**src/rtl/cpu_tick_pkg.sv**
```systemverilog
`default_nettype none
// ============================================================================
// Module   : cpu_tick_pkg
// Brief    : Shared types and rate-table helpers for the CPU tick generator.
// Revision : 1.0 - initial release
// ============================================================================
package cpu_tick_pkg;

    typedef enum logic [0:0] {
        MANUAL = 1'b0,
        AUTO   = 1'b1
    } tick_state_t;

    localparam int unsigned RATE_N = 4;

    // A zero entry marks full speed; selectors past the table also run full speed.
    localparam int unsigned RATE_HZ [RATE_N] = '{1, 10, 1_000, 0};

    function automatic int unsigned div_for(input int unsigned sel, input int unsigned clk_hz);
        int unsigned d;
        if (sel >= RATE_N) begin
            d = 1;
        end else if (RATE_HZ[sel] == 0) begin
            d = 1;
        end else begin
            d = clk_hz / RATE_HZ[sel];
        end
        if (d == 0) begin
            d = 1;
        end
        return d;
    endfunction

    function automatic int unsigned max_div(input int unsigned n_sel, input int unsigned clk_hz);
        int unsigned m;
        m = 1;
        for (int unsigned s = 0; s < n_sel; s++) begin
            if (div_for(s, clk_hz) > m) begin
                m = div_for(s, clk_hz);
            end
        end
        return m;
    endfunction

endpackage
`default_nettype wire

```
**src/rtl/btn_debouncer.sv**
```systemverilog
`default_nettype none
// ============================================================================
// Module   : btn_debouncer
// Brief    : 2-flop synchroniser, stability filter and rising-edge pulse for
//            the step button. Filter enabled by CPU_TICK_DEBOUNCE_EN.
// Revision : 1.0 - initial release
// ============================================================================
module btn_debouncer #(
    parameter int unsigned DEBOUNCE_CYCLES = 1_000_000
) (
    input  logic clk_in,
    input  logic rst,
    input  logic btn_i,
    output logic pulse_o
);

`ifdef CPU_TICK_DEBOUNCE_EN
    localparam bit C_FILTER_EN = 1'b1;
`else
    localparam bit C_FILTER_EN = 1'b0;
`endif

    // With the filter off the limit collapses to zero and the level is a plain register stage.
    localparam int unsigned C_LIMIT = C_FILTER_EN ? DEBOUNCE_CYCLES : 0;
    localparam int C_CNT_W = (C_LIMIT > 0) ? $clog2(C_LIMIT + 1) : 1;

    logic               r_s1;
    logic               r_s2;
    logic               r_db;
    logic               r_db_q;
    logic [C_CNT_W-1:0] r_cnt;

    always_ff @(posedge clk_in or posedge rst) begin
        if (rst) begin
            r_s1   <= 1'b0;
            r_s2   <= 1'b0;
            r_db   <= 1'b0;
            r_db_q <= 1'b0;
            r_cnt  <= '0;
        end else begin
            r_s1   <= btn_i;
            r_s2   <= r_s1;
            r_db_q <= r_db;
            if (r_s2 == r_db) begin
                r_cnt <= '0;
            end else if (r_cnt == C_CNT_W'(C_LIMIT)) begin
                r_db  <= r_s2;
                r_cnt <= '0;
            end else begin
                r_cnt <= r_cnt + C_CNT_W'(1);
            end
        end
    end

    assign pulse_o = r_db & ~r_db_q;

endmodule
`default_nettype wire

```
**src/rtl/cpu_tick_gen.sv**
```systemverilog
`default_nettype none
// ============================================================================
// Module   : cpu_tick_gen
// Brief    : Clock-enable tick generator with manual step and selectable auto
//            rate. Button filter enabled by CPU_TICK_DEBOUNCE_EN.
// Revision : 1.0 - initial release
// ============================================================================
module cpu_tick_gen
    import cpu_tick_pkg::*;
#(
    parameter int unsigned CLK_HZ          = 50_000_000,
    parameter int          RATE_SEL_W      = 2,
    parameter int unsigned DEBOUNCE_CYCLES = 1_000_000
) (
    input  logic                  clk_in,
    input  logic                  rst,
    input  logic                  run_i,
    input  logic                  step_btn_i,
    input  logic [RATE_SEL_W-1:0] rate_sel_i,
    output logic                  tick_o,
    output logic                  running_o,
    output logic                  led_o,
    output logic [31:0]           tick_count_o
);

    localparam int unsigned C_N_SEL   = 2 ** RATE_SEL_W;
    localparam int unsigned C_MAX_DIV = max_div(C_N_SEL, CLK_HZ);
    localparam int          C_CNT_W   = (C_MAX_DIV > 1) ? $clog2(C_MAX_DIV) : 1;

    logic                  r_run_s1;
    logic                  r_run_s2;
    logic [RATE_SEL_W-1:0] r_rate_s1;
    logic [RATE_SEL_W-1:0] r_rate_s2;
    logic [RATE_SEL_W-1:0] r_rate_q;

    tick_state_t           r_state;
    tick_state_t           w_state_nxt;
    logic [C_CNT_W-1:0]    r_cnt;
    logic [C_CNT_W-1:0]    w_cnt_nxt;
    logic                  w_tick_nxt;
    logic                  w_step_pulse;
    logic [C_CNT_W-1:0]    w_div_m1;
    logic [C_CNT_W-1:0]    w_div_m1_tbl [C_N_SEL];

    logic                  r_tick;
    logic                  r_running;
    logic                  r_led;
    logic [31:0]           r_tick_count;

    btn_debouncer #(
        .DEBOUNCE_CYCLES (DEBOUNCE_CYCLES)
    ) u_btn_debouncer (
        .clk_in  (clk_in),
        .rst     (rst),
        .btn_i   (step_btn_i),
        .pulse_o (w_step_pulse)
    );

    for (genvar g = 0; g < C_N_SEL; g++) begin : g_div_tbl
        localparam int unsigned C_DIV_M1 = div_for(g, CLK_HZ) - 1;
        assign w_div_m1_tbl[g] = C_CNT_W'(C_DIV_M1);
    end

    assign w_div_m1 = w_div_m1_tbl[r_rate_s2];

    always_ff @(posedge clk_in or posedge rst) begin
        if (rst) begin
            r_run_s1  <= 1'b0;
            r_run_s2  <= 1'b0;
            r_rate_s1 <= '0;
            r_rate_s2 <= '0;
            r_rate_q  <= '0;
        end else begin
            r_run_s1  <= run_i;
            r_run_s2  <= r_run_s1;
            r_rate_s1 <= rate_sel_i;
            r_rate_s2 <= r_rate_s1;
            r_rate_q  <= r_rate_s2;
        end
    end

    always_ff @(posedge clk_in or posedge rst) begin
        if (rst) begin
            r_state <= MANUAL;
            r_cnt   <= '0;
        end else begin
            r_state <= w_state_nxt;
            r_cnt   <= w_cnt_nxt;
        end
    end

    // Mode change and rate change both take priority over a due auto tick.
    always_comb begin
        w_state_nxt = r_state;
        w_cnt_nxt   = r_cnt;
        w_tick_nxt  = 1'b0;
        case (r_state)
            MANUAL: begin
                w_tick_nxt = w_step_pulse;
                if (r_run_s2) begin
                    w_state_nxt = AUTO;
                    w_cnt_nxt   = '0;
                end
            end
            AUTO: begin
                if (!r_run_s2) begin
                    w_state_nxt = MANUAL;
                    w_cnt_nxt   = '0;
                end else if (r_rate_s2 != r_rate_q) begin
                    w_cnt_nxt = '0;
                end else if (r_cnt == w_div_m1) begin
                    w_tick_nxt = 1'b1;
                    w_cnt_nxt  = '0;
                end else begin
                    w_cnt_nxt = r_cnt + C_CNT_W'(1);
                end
            end
            default: begin
                w_state_nxt = MANUAL;
                w_cnt_nxt   = '0;
            end
        endcase
    end

    always_ff @(posedge clk_in or posedge rst) begin
        if (rst) begin
            r_tick       <= 1'b0;
            r_running    <= 1'b0;
            r_led        <= 1'b0;
            r_tick_count <= '0;
        end else begin
            r_tick    <= w_tick_nxt;
            r_running <= (w_state_nxt == AUTO);
            if (w_tick_nxt) begin
                r_led        <= ~r_led;
                r_tick_count <= r_tick_count + 32'd1;
            end
        end
    end

    assign tick_o       = r_tick;
    assign running_o    = r_running;
    assign led_o        = r_led;
    assign tick_count_o = r_tick_count;

endmodule
`default_nettype wire

```
**config.mk**
```make
export PLATFORM = sky130hd
export DESIGN_NAME = cpu_tick_gen
export DESIGN_NICKNAME = d
export VERILOG_FILES = /design/src/rtl/cpu_tick_pkg.sv /design/src/rtl/btn_debouncer.sv /design/src/rtl/cpu_tick_gen.sv
export SDC_FILE = /design/constraint.sdc
export NUM_CORES = 1
export LEC_CHECK = 0
export BUFFER_PORTS_ARGS = -buffer_cell sky130_fd_sc_hd__buf_4
export CAP_MARGIN = 20
export CORE_MARGIN = 2
export CORE_UTILIZATION = 45
export CTS_BUF_LIST = sky130_fd_sc_hd__clkbuf_8
export DETAILED_ROUTE_END_ITERATION = 10
export SLEW_MARGIN = 0
export SYNTH_ARGS = -nofsm -noshare
export SYNTH_HDL_FRONTEND = slang
export SYNTH_SLANG_ARGS = --single-unit
```
**constraint.sdc**
```tcl
create_clock -name clk_in -period 3.32 [get_ports clk_in]
set_clock_uncertainty 0.1 [all_clocks]
set_input_delay 0.664 -clock clk_in [delete_from_list [all_inputs] [get_ports clk_in]]
set_output_delay 0.664 -clock clk_in [all_outputs]
set_load 0.01 [all_outputs]
```
==> results of run 1 <==
-- path summary, 6_finish.rpt --
check	from	end	slack, ns
max reg2reg	r_cnt[10]	tick_count_o[1]	0.64
max	r_cnt[10]	tick_count_o[1]	0.64
max in group asynchronous	rst	r_cnt[19]	2.27
min	rst	r_cnt[2]	0.22
min reg2reg	r_rate_s1[0]	r_rate_s2[0]	0.25
min in group clk_in	r_rate_s1[0]	r_rate_s2[0]	0.25
-- critical path, cell delays in order (launching register included) --
cell and delay [ns]:
dfrtp_1 0.48, or4_1 0.56, a21oi_1 0.18, nand3_1 0.10, nor4_2 0.26, a21o_1 0.17, buf_4 0.33, mux2_2 0.37
-- logic make-up (layout without fill, tap and decap cells) --
| family | Yosys count | count (layout) | synth area share |
|---|---|---|---|
| AOI/OAI and AO/OA | 59 | 59 | 0.100 |
| xor gates and xnor gates | 34 | 34 | 0.0847 |
| adders and majority gates | 5 | 5 | 0.0178 |
| buffers and inverters | 28 | 72 | 0.0424 |
| DFF | 73 | 73 | 0.520 |
| muxes | 2 | 2 | 0.00605 |
| and+or+nand+nor | 151 | 151 | 0.229 |
-- area by class of cell --
type / count / area [um^2] / share of cell area
repair buffers: 47 / 365 / 0.0894
inverters: 9 / 33.8 / 0.00827
well taps: 102 / 128 / 0.0312
clock inverters: 7 / 68.8 / 0.0168
flip-flops and latches: 73 / 1830 / 0.447
clock buffers: 9 / 124 / 0.0303
multi-input cells: 251 / 1540 / 0.377
-- report_power, final --
part,switching [mW],internal [mW],total (mW)
Combinational,0.0936,0.0908,0.184
Sequential,0.0526,0.932,0.984
Clock,0.348,0.346,0.693
-- state kept, by name, indices dropped and copies added, names as in the netlist, 2 cells and up --
signal / flops
r_cnt: 26
r_rate_q: 2
r_rate_s1: 2
r_rate_s2: 2
tick_count_o: 32
-- synthesized netlist by cell type, types with 2 or more instances --
cell type  number
and3_1         13
nor3_1          8
o31ai_1         6
xor2_1          5
buf_2           5
and4_1          4
o21ai_0        22
buf_6           5
buf_1           2
xnor2_1        29
nor2b_1         3
nor2_1         17
and2_1          3
inv_1           9
o41ai_1         3
nand2_1        39
o22ai_1         2
a21oi_1         9
nor4_1          2
or3_1           2
clkbuf_1        7
ha_1            5
dfrtp_1        73
nand3_1        22
nand4_1        25
nor4_2          2
a31oi_1        12
or4_1           4
-- routing by layer --
layer  vias to the layer above  GRT usage  wire (um)
li1                       1339          -          -
met1                      1347      0.288       3780
met2                        55      0.283       3470
met3                         8     0.0350        283
met4                         0     0.0672         88
met5                         -          0          0
-- stage by stage --
stage	hold WS [ns]	utilization	worst slack, ns	area (um^2)	power, mW
5_1_grt	0.234	0.534	0.477	4090	1.95
3_5_place_dp	0.236	0.509	0.669	3890	1.19
3_3_place_gp	0.234	0.509	0.652	3890	1.19
6_report	0.217	0.534	0.639	4090	1.86
2_1_floorplan	0.231	-	0.703	3510	1.10
4_1_cts	0.223	0.534	0.660	4090	1.88
==> metrics.md, run 1 <==
| Metric | Value |
|---|---|
| Kind of start point of the critical path | flop |
| Antenna violations before repair | 0 |
| Dominant cell type by area after synthesis | dfrtp_1 |
| HPWL after DPL | around 5200 um |
| Yosys warns | 0 |
| Worst skew pair latency | between 0.3 and 0.4 ns |
| 1st-iter DRT viols | 135 |
| Syn nets | ~360 |
| Max Cap Viol | 0 |
| Core area | 0.00765 mm^2 |
| Initial core utilization | 0.460 |
| Slew HR | 0.386 |
| Largest net degree at the start of global routing | 57 |
| Syn avg cell area | 9.98 um^2 |
| Synth top area cells | dfrtp_1 52%, xnor2_1 7.2%, nand4_1 4.4% |
| IO Pins | 41 |
| Max Root-Sink Buffers | 2 |
| Yosys top cell area share | 0.520 |
| Post-CTS setup buffer count | 0 |
| P&R area growth vs syn | 16.2% |
| Post-DRT Antenna Nets | 0 |
| Outcome | complete, no violations |
| Die Wd | roughly 92 um |
| Final estimated routing congestion in global placement | 0.826 |
| Share of flip-flops with an asynchronous set or reset | 1.00 |
| Top FF cell, synth | dfrtp_1 |
| Seq cells post-synth | 73 |
| Post_cts resized | 0 |
| Reg2reg path depth | 7 |
| DRC | 0 |
| Ant diodes | 0 |
| Max Clock Freq | 373 MHz |
| Chip height | approximately 92 um |
| Wire per inst | roughly 15 um |
| GRT overflow | 0 |
| CP Class | reg2reg |
| RSZ-0062 raised after global routing | false |
| Die area | roughly 0.0085 mm^2 |
| Nets | 402 |
| Setup violators final | 0 |
| Static Leakage | approximately 1.8 nW |
| Synthesized instance count | 352 |
| CTS Root Cell | clkbuf_8 |
| DR vias/cell | approximately 5.5 |
| Via Count | about 2700 |
| Register clock-pin slew on the reported worst setup and hold paths | 0.08 ns |
| Clock Sinks | 73 |
| EDFF count, synth | 0 |
| Period minus WS final | between 2 and 3 ns |
| Netlist cell types | between 40 and 50 |
| Period utilization | 0.808 |
| Post-Route WL | 7630 um |
| Slew @ Worst Pin | just over 0.9 ns |
| Layout cell share with drive strength beyond 1 | 0.174 |
| Non-filler cells, final | ~500 |
| Arrival time at the worst endpoint | between 2 and 3 ns |
| CTS tree | yes |
| Commonest non-fill, non-tap cell in the layout | dfrtp_1 |
| Post-Syn Area | 0.00351 mm^2 |
| Pwr per Cell Area | ~460 mW/mm^2 |
| Seq/Total Area, Yosys | 0.520 |
| Num rows | 32 |
| Final hold violation count | 0 |
| Most frequent cells in the layout | 73 x dfrtp_1, 46 x buf_4, 39 x nand2_1 |
| WP data required | around 3.5 ns |
| Slew Viols, Final | 0 |
| Router iterations before antenna repair | 5 |
| DP Cell Count | 482 |
| TNS Setup | 0 ns |
| Worst-case vdd ir drop | between 0.0003 and 0.0004 V |
| Num CTS Buffers | 9 |
| Crit. End Element | flop |
| Hold-fix buffers, CTS | 0 |
| Crit path max fanout | 34 |
| Tot GR Track Use | 0.193 |
| Port bufs | 40 |
| Fill count | 694 |
| H-tree levels | 3 |
| Global-route wire length before repair | between 10000 and 15000 um |
| Vias in the first global route | 2667 |
| Hold Crit Class | in2async |
Note: power is estimated with default switching activity, not from simulation.
==> inputs of run 2 (changes only) <==
--- a/config.mk
+++ b/config.mk
@@ -11,6 +11,7 @@
 export CORE_UTILIZATION = 45
 export CTS_BUF_LIST = sky130_fd_sc_hd__clkbuf_8
 export DETAILED_ROUTE_END_ITERATION = 10
+export PLACE_DENSITY = 0.67
 export SLEW_MARGIN = 0
 export SYNTH_ARGS = -nofsm -noshare
 export SYNTH_HDL_FRONTEND = slang
==> constraint.sdc (replaced) <==
create_clock -name clk_in -period 2.4 [get_ports clk_in]
set_clock_uncertainty 0.1 [all_clocks]
set_input_delay 0.48 -clock clk_in [delete_from_list [all_inputs] [get_ports clk_in]]
set_output_delay 0.48 -clock clk_in [all_outputs]
set_load 0.01 [all_outputs]
==> run 2 against run 1 <==
Non-clock buffer count increased by 30. Fmax increased by 12%. Final area increased by 9.1%. Final cell count increased by 6.0%. Critical path type unchanged. Critical endpoint is now tick_count_o[31]. Highest routed layer unchanged.
==> metrics.md, run 2 (synthesized netlist as in run 1, its figures left out) <==
| Metric | Value |
|---|---|
| Outcome | complete, no violations |
| Clock Sinks | 73 |
| Hold WS | roughly 0.13 ns |
| Num CTS Buffers | 9 |
| Ant diodes | 0 |
| Most frequent cells in the layout | 72 x dfrtp_1, 71 x buf_4, 39 x nand2_1 |
| Final estimated routing congestion in global placement | 0.860 |
| Tot GR Track Use | 0.191 |
| Post-Route WL | 8280 um |
| Register clock-pin slew on the reported worst setup and hold paths | about 0.09 ns |
| Period minus WS final | around 2.4 ns |
| 1st-iter DRT viols | 194 |
| Wire per inst | between 15 and 20 um |
| Fin area | 0.00446 mm^2 |
| Core area | about 0.0076 mm^2 |
| Chip height | a little over 90 um |
| Global-route wire length before repair | around 13000 um |
| Commonest non-fill, non-tap cell in the layout | dfrtp_1 |
| Die Wd | approximately 92 um |
| Slew Viols, Final | 0 |
| HPWL after DPL | around 5300 um |
| WP data required | 2.57 ns |
| Period utilization | 0.996 |
| Kind of start point of the critical path | flop |
| Post-DRT Antenna Nets | 0 |
| IO Pins | roughly 40 |
| DRC | 0 |
| Vias in the first global route | 2649 |
| Largest net degree at the start of global routing | 74 |
| Antenna violations before repair | 0 |
| CTS tree | yes |
| Max Clock Freq | between 400 and 500 MHz |
| Slew HR | 0.615 |
| Setup violators final | 0 |
| Worst-case vdd ir drop | about 0.00045 V |
| Max Root-Sink Buffers | 2 |
| Num rows | 32 |
| Final hold violation count | 0 |
| H-tree levels | 3 |
| Layout cell share with drive strength beyond 1 | 0.268 |
| Max FFs per register | 32 |
| Initial core utilization | 0.460 |
| CTS Root Cell | clkbuf_8 |
| Max Cap Viol | 0 |
| Nets | 432 |
| Hold Crit Class | in2async |
| GRT overflow | 0 |
| Via Count | ~2900 |
| Crit. End Element | flop |
| Hold-fix buffers, CTS | 0 |
| Fill count | 643 |
| Arrival time at the worst endpoint | 2.57 ns |
| Placed cell areas | approximately 0.004 mm^2 |
| Static Leakage | approximately 2.0 nW |
| DP Cell Count | just over 500 |
| Non-filler cells, final | roughly 530 |
| P&R area growth vs syn | 26.8% |
| Pwr per Cell Area | 575 mW/mm^2 |
| Die area | about 0.0085 mm^2 |
| DR vias/cell | 5.53 |
| Port bufs | 40 |
| Crit path max fanout | 4 |
| Worst skew pair latency | around 0.35 ns |
| Slew @ Worst Pin | around 0.58 ns |
| RSZ-0062 raised after global routing | true |
| Router iterations before antenna repair | 5 |
| CP Class | reg2reg |
## run 2: through the flow
step            util  setup WS (ns)  setup TNS, ns  power, mW
2_1_floorplan      -         0.0603              0       1.52
5_1_grt        0.583         -0.110          -2.39       2.69
3_5_place_dp   0.535        -0.0240        -0.0662       1.65
3_3_place_gp   0.535         0.0518              0       1.65
6_report       0.583        0.00916              0       2.56
4_1_cts        0.560        0.00397              0       2.56
## run 2: critical path, stage by stage, from the launching register on
cell       delay, ns
dfrtp_1         0.39
or4_4           0.54
mux2i_2         0.18
nand3_1         0.11
nor4_2          0.19
a21o_2          0.30
clkbuf_16       0.18
and3b_1         0.17
xor2_1          0.16
## run 2: metal layers
layer	track usage	share of wire
met1	0.280	0.46
met2	0.284	0.49
met3	0.0317	0.040
met4	0.0784	0.012
met5	0	0
## run 2: worst paths after layout
path | endpoint | cells past startpoint | slack [ns] | from
min in group clk_in | r_rate_s1[1] | 1 | 0.13 | rate_sel_i[1]
max in group asynchronous | r_rate_s2[0] | 3 | 1.76 | rst
worst max register to register | tick_count_o[31] | 8 | 0.009 | r_cnt[19]
worst min-delay path | u_btn_debouncer.r_s1 | 3 | 0.13 | rst
worst min register to register | u_btn_debouncer.r_db | 0 | 0.26 | u_btn_debouncer.r_s2
worst max-delay path | tick_count_o[31] | 8 | 0.009 | r_cnt[19]
## run 2: what timing repair did
item,4_1_cts,5_1_grt
setup endpoints to repair,13,47
buffers inserted,0,3
gates cloned,0,3
resized for setup,1,22
pin swaps,0,2
## run 2: where the power goes
part           switching, mW  internal, mW  total [mW]
sequential            0.0702          1.29        1.36
combinational          0.142         0.154       0.295
clock                  0.494         0.414       0.908
## run 2: final cells by class
class,instances,area (um^2),area share
flip-flops and latches,73,1830,0.410
multi-input cells,251,1620,0.363
repair buffers,77,659,0.148
clock buffers,10,138,0.0309
well taps,102,128,0.0286
clock inverters,6,48.8,0.0109
inverters,9,37.5,0.00842
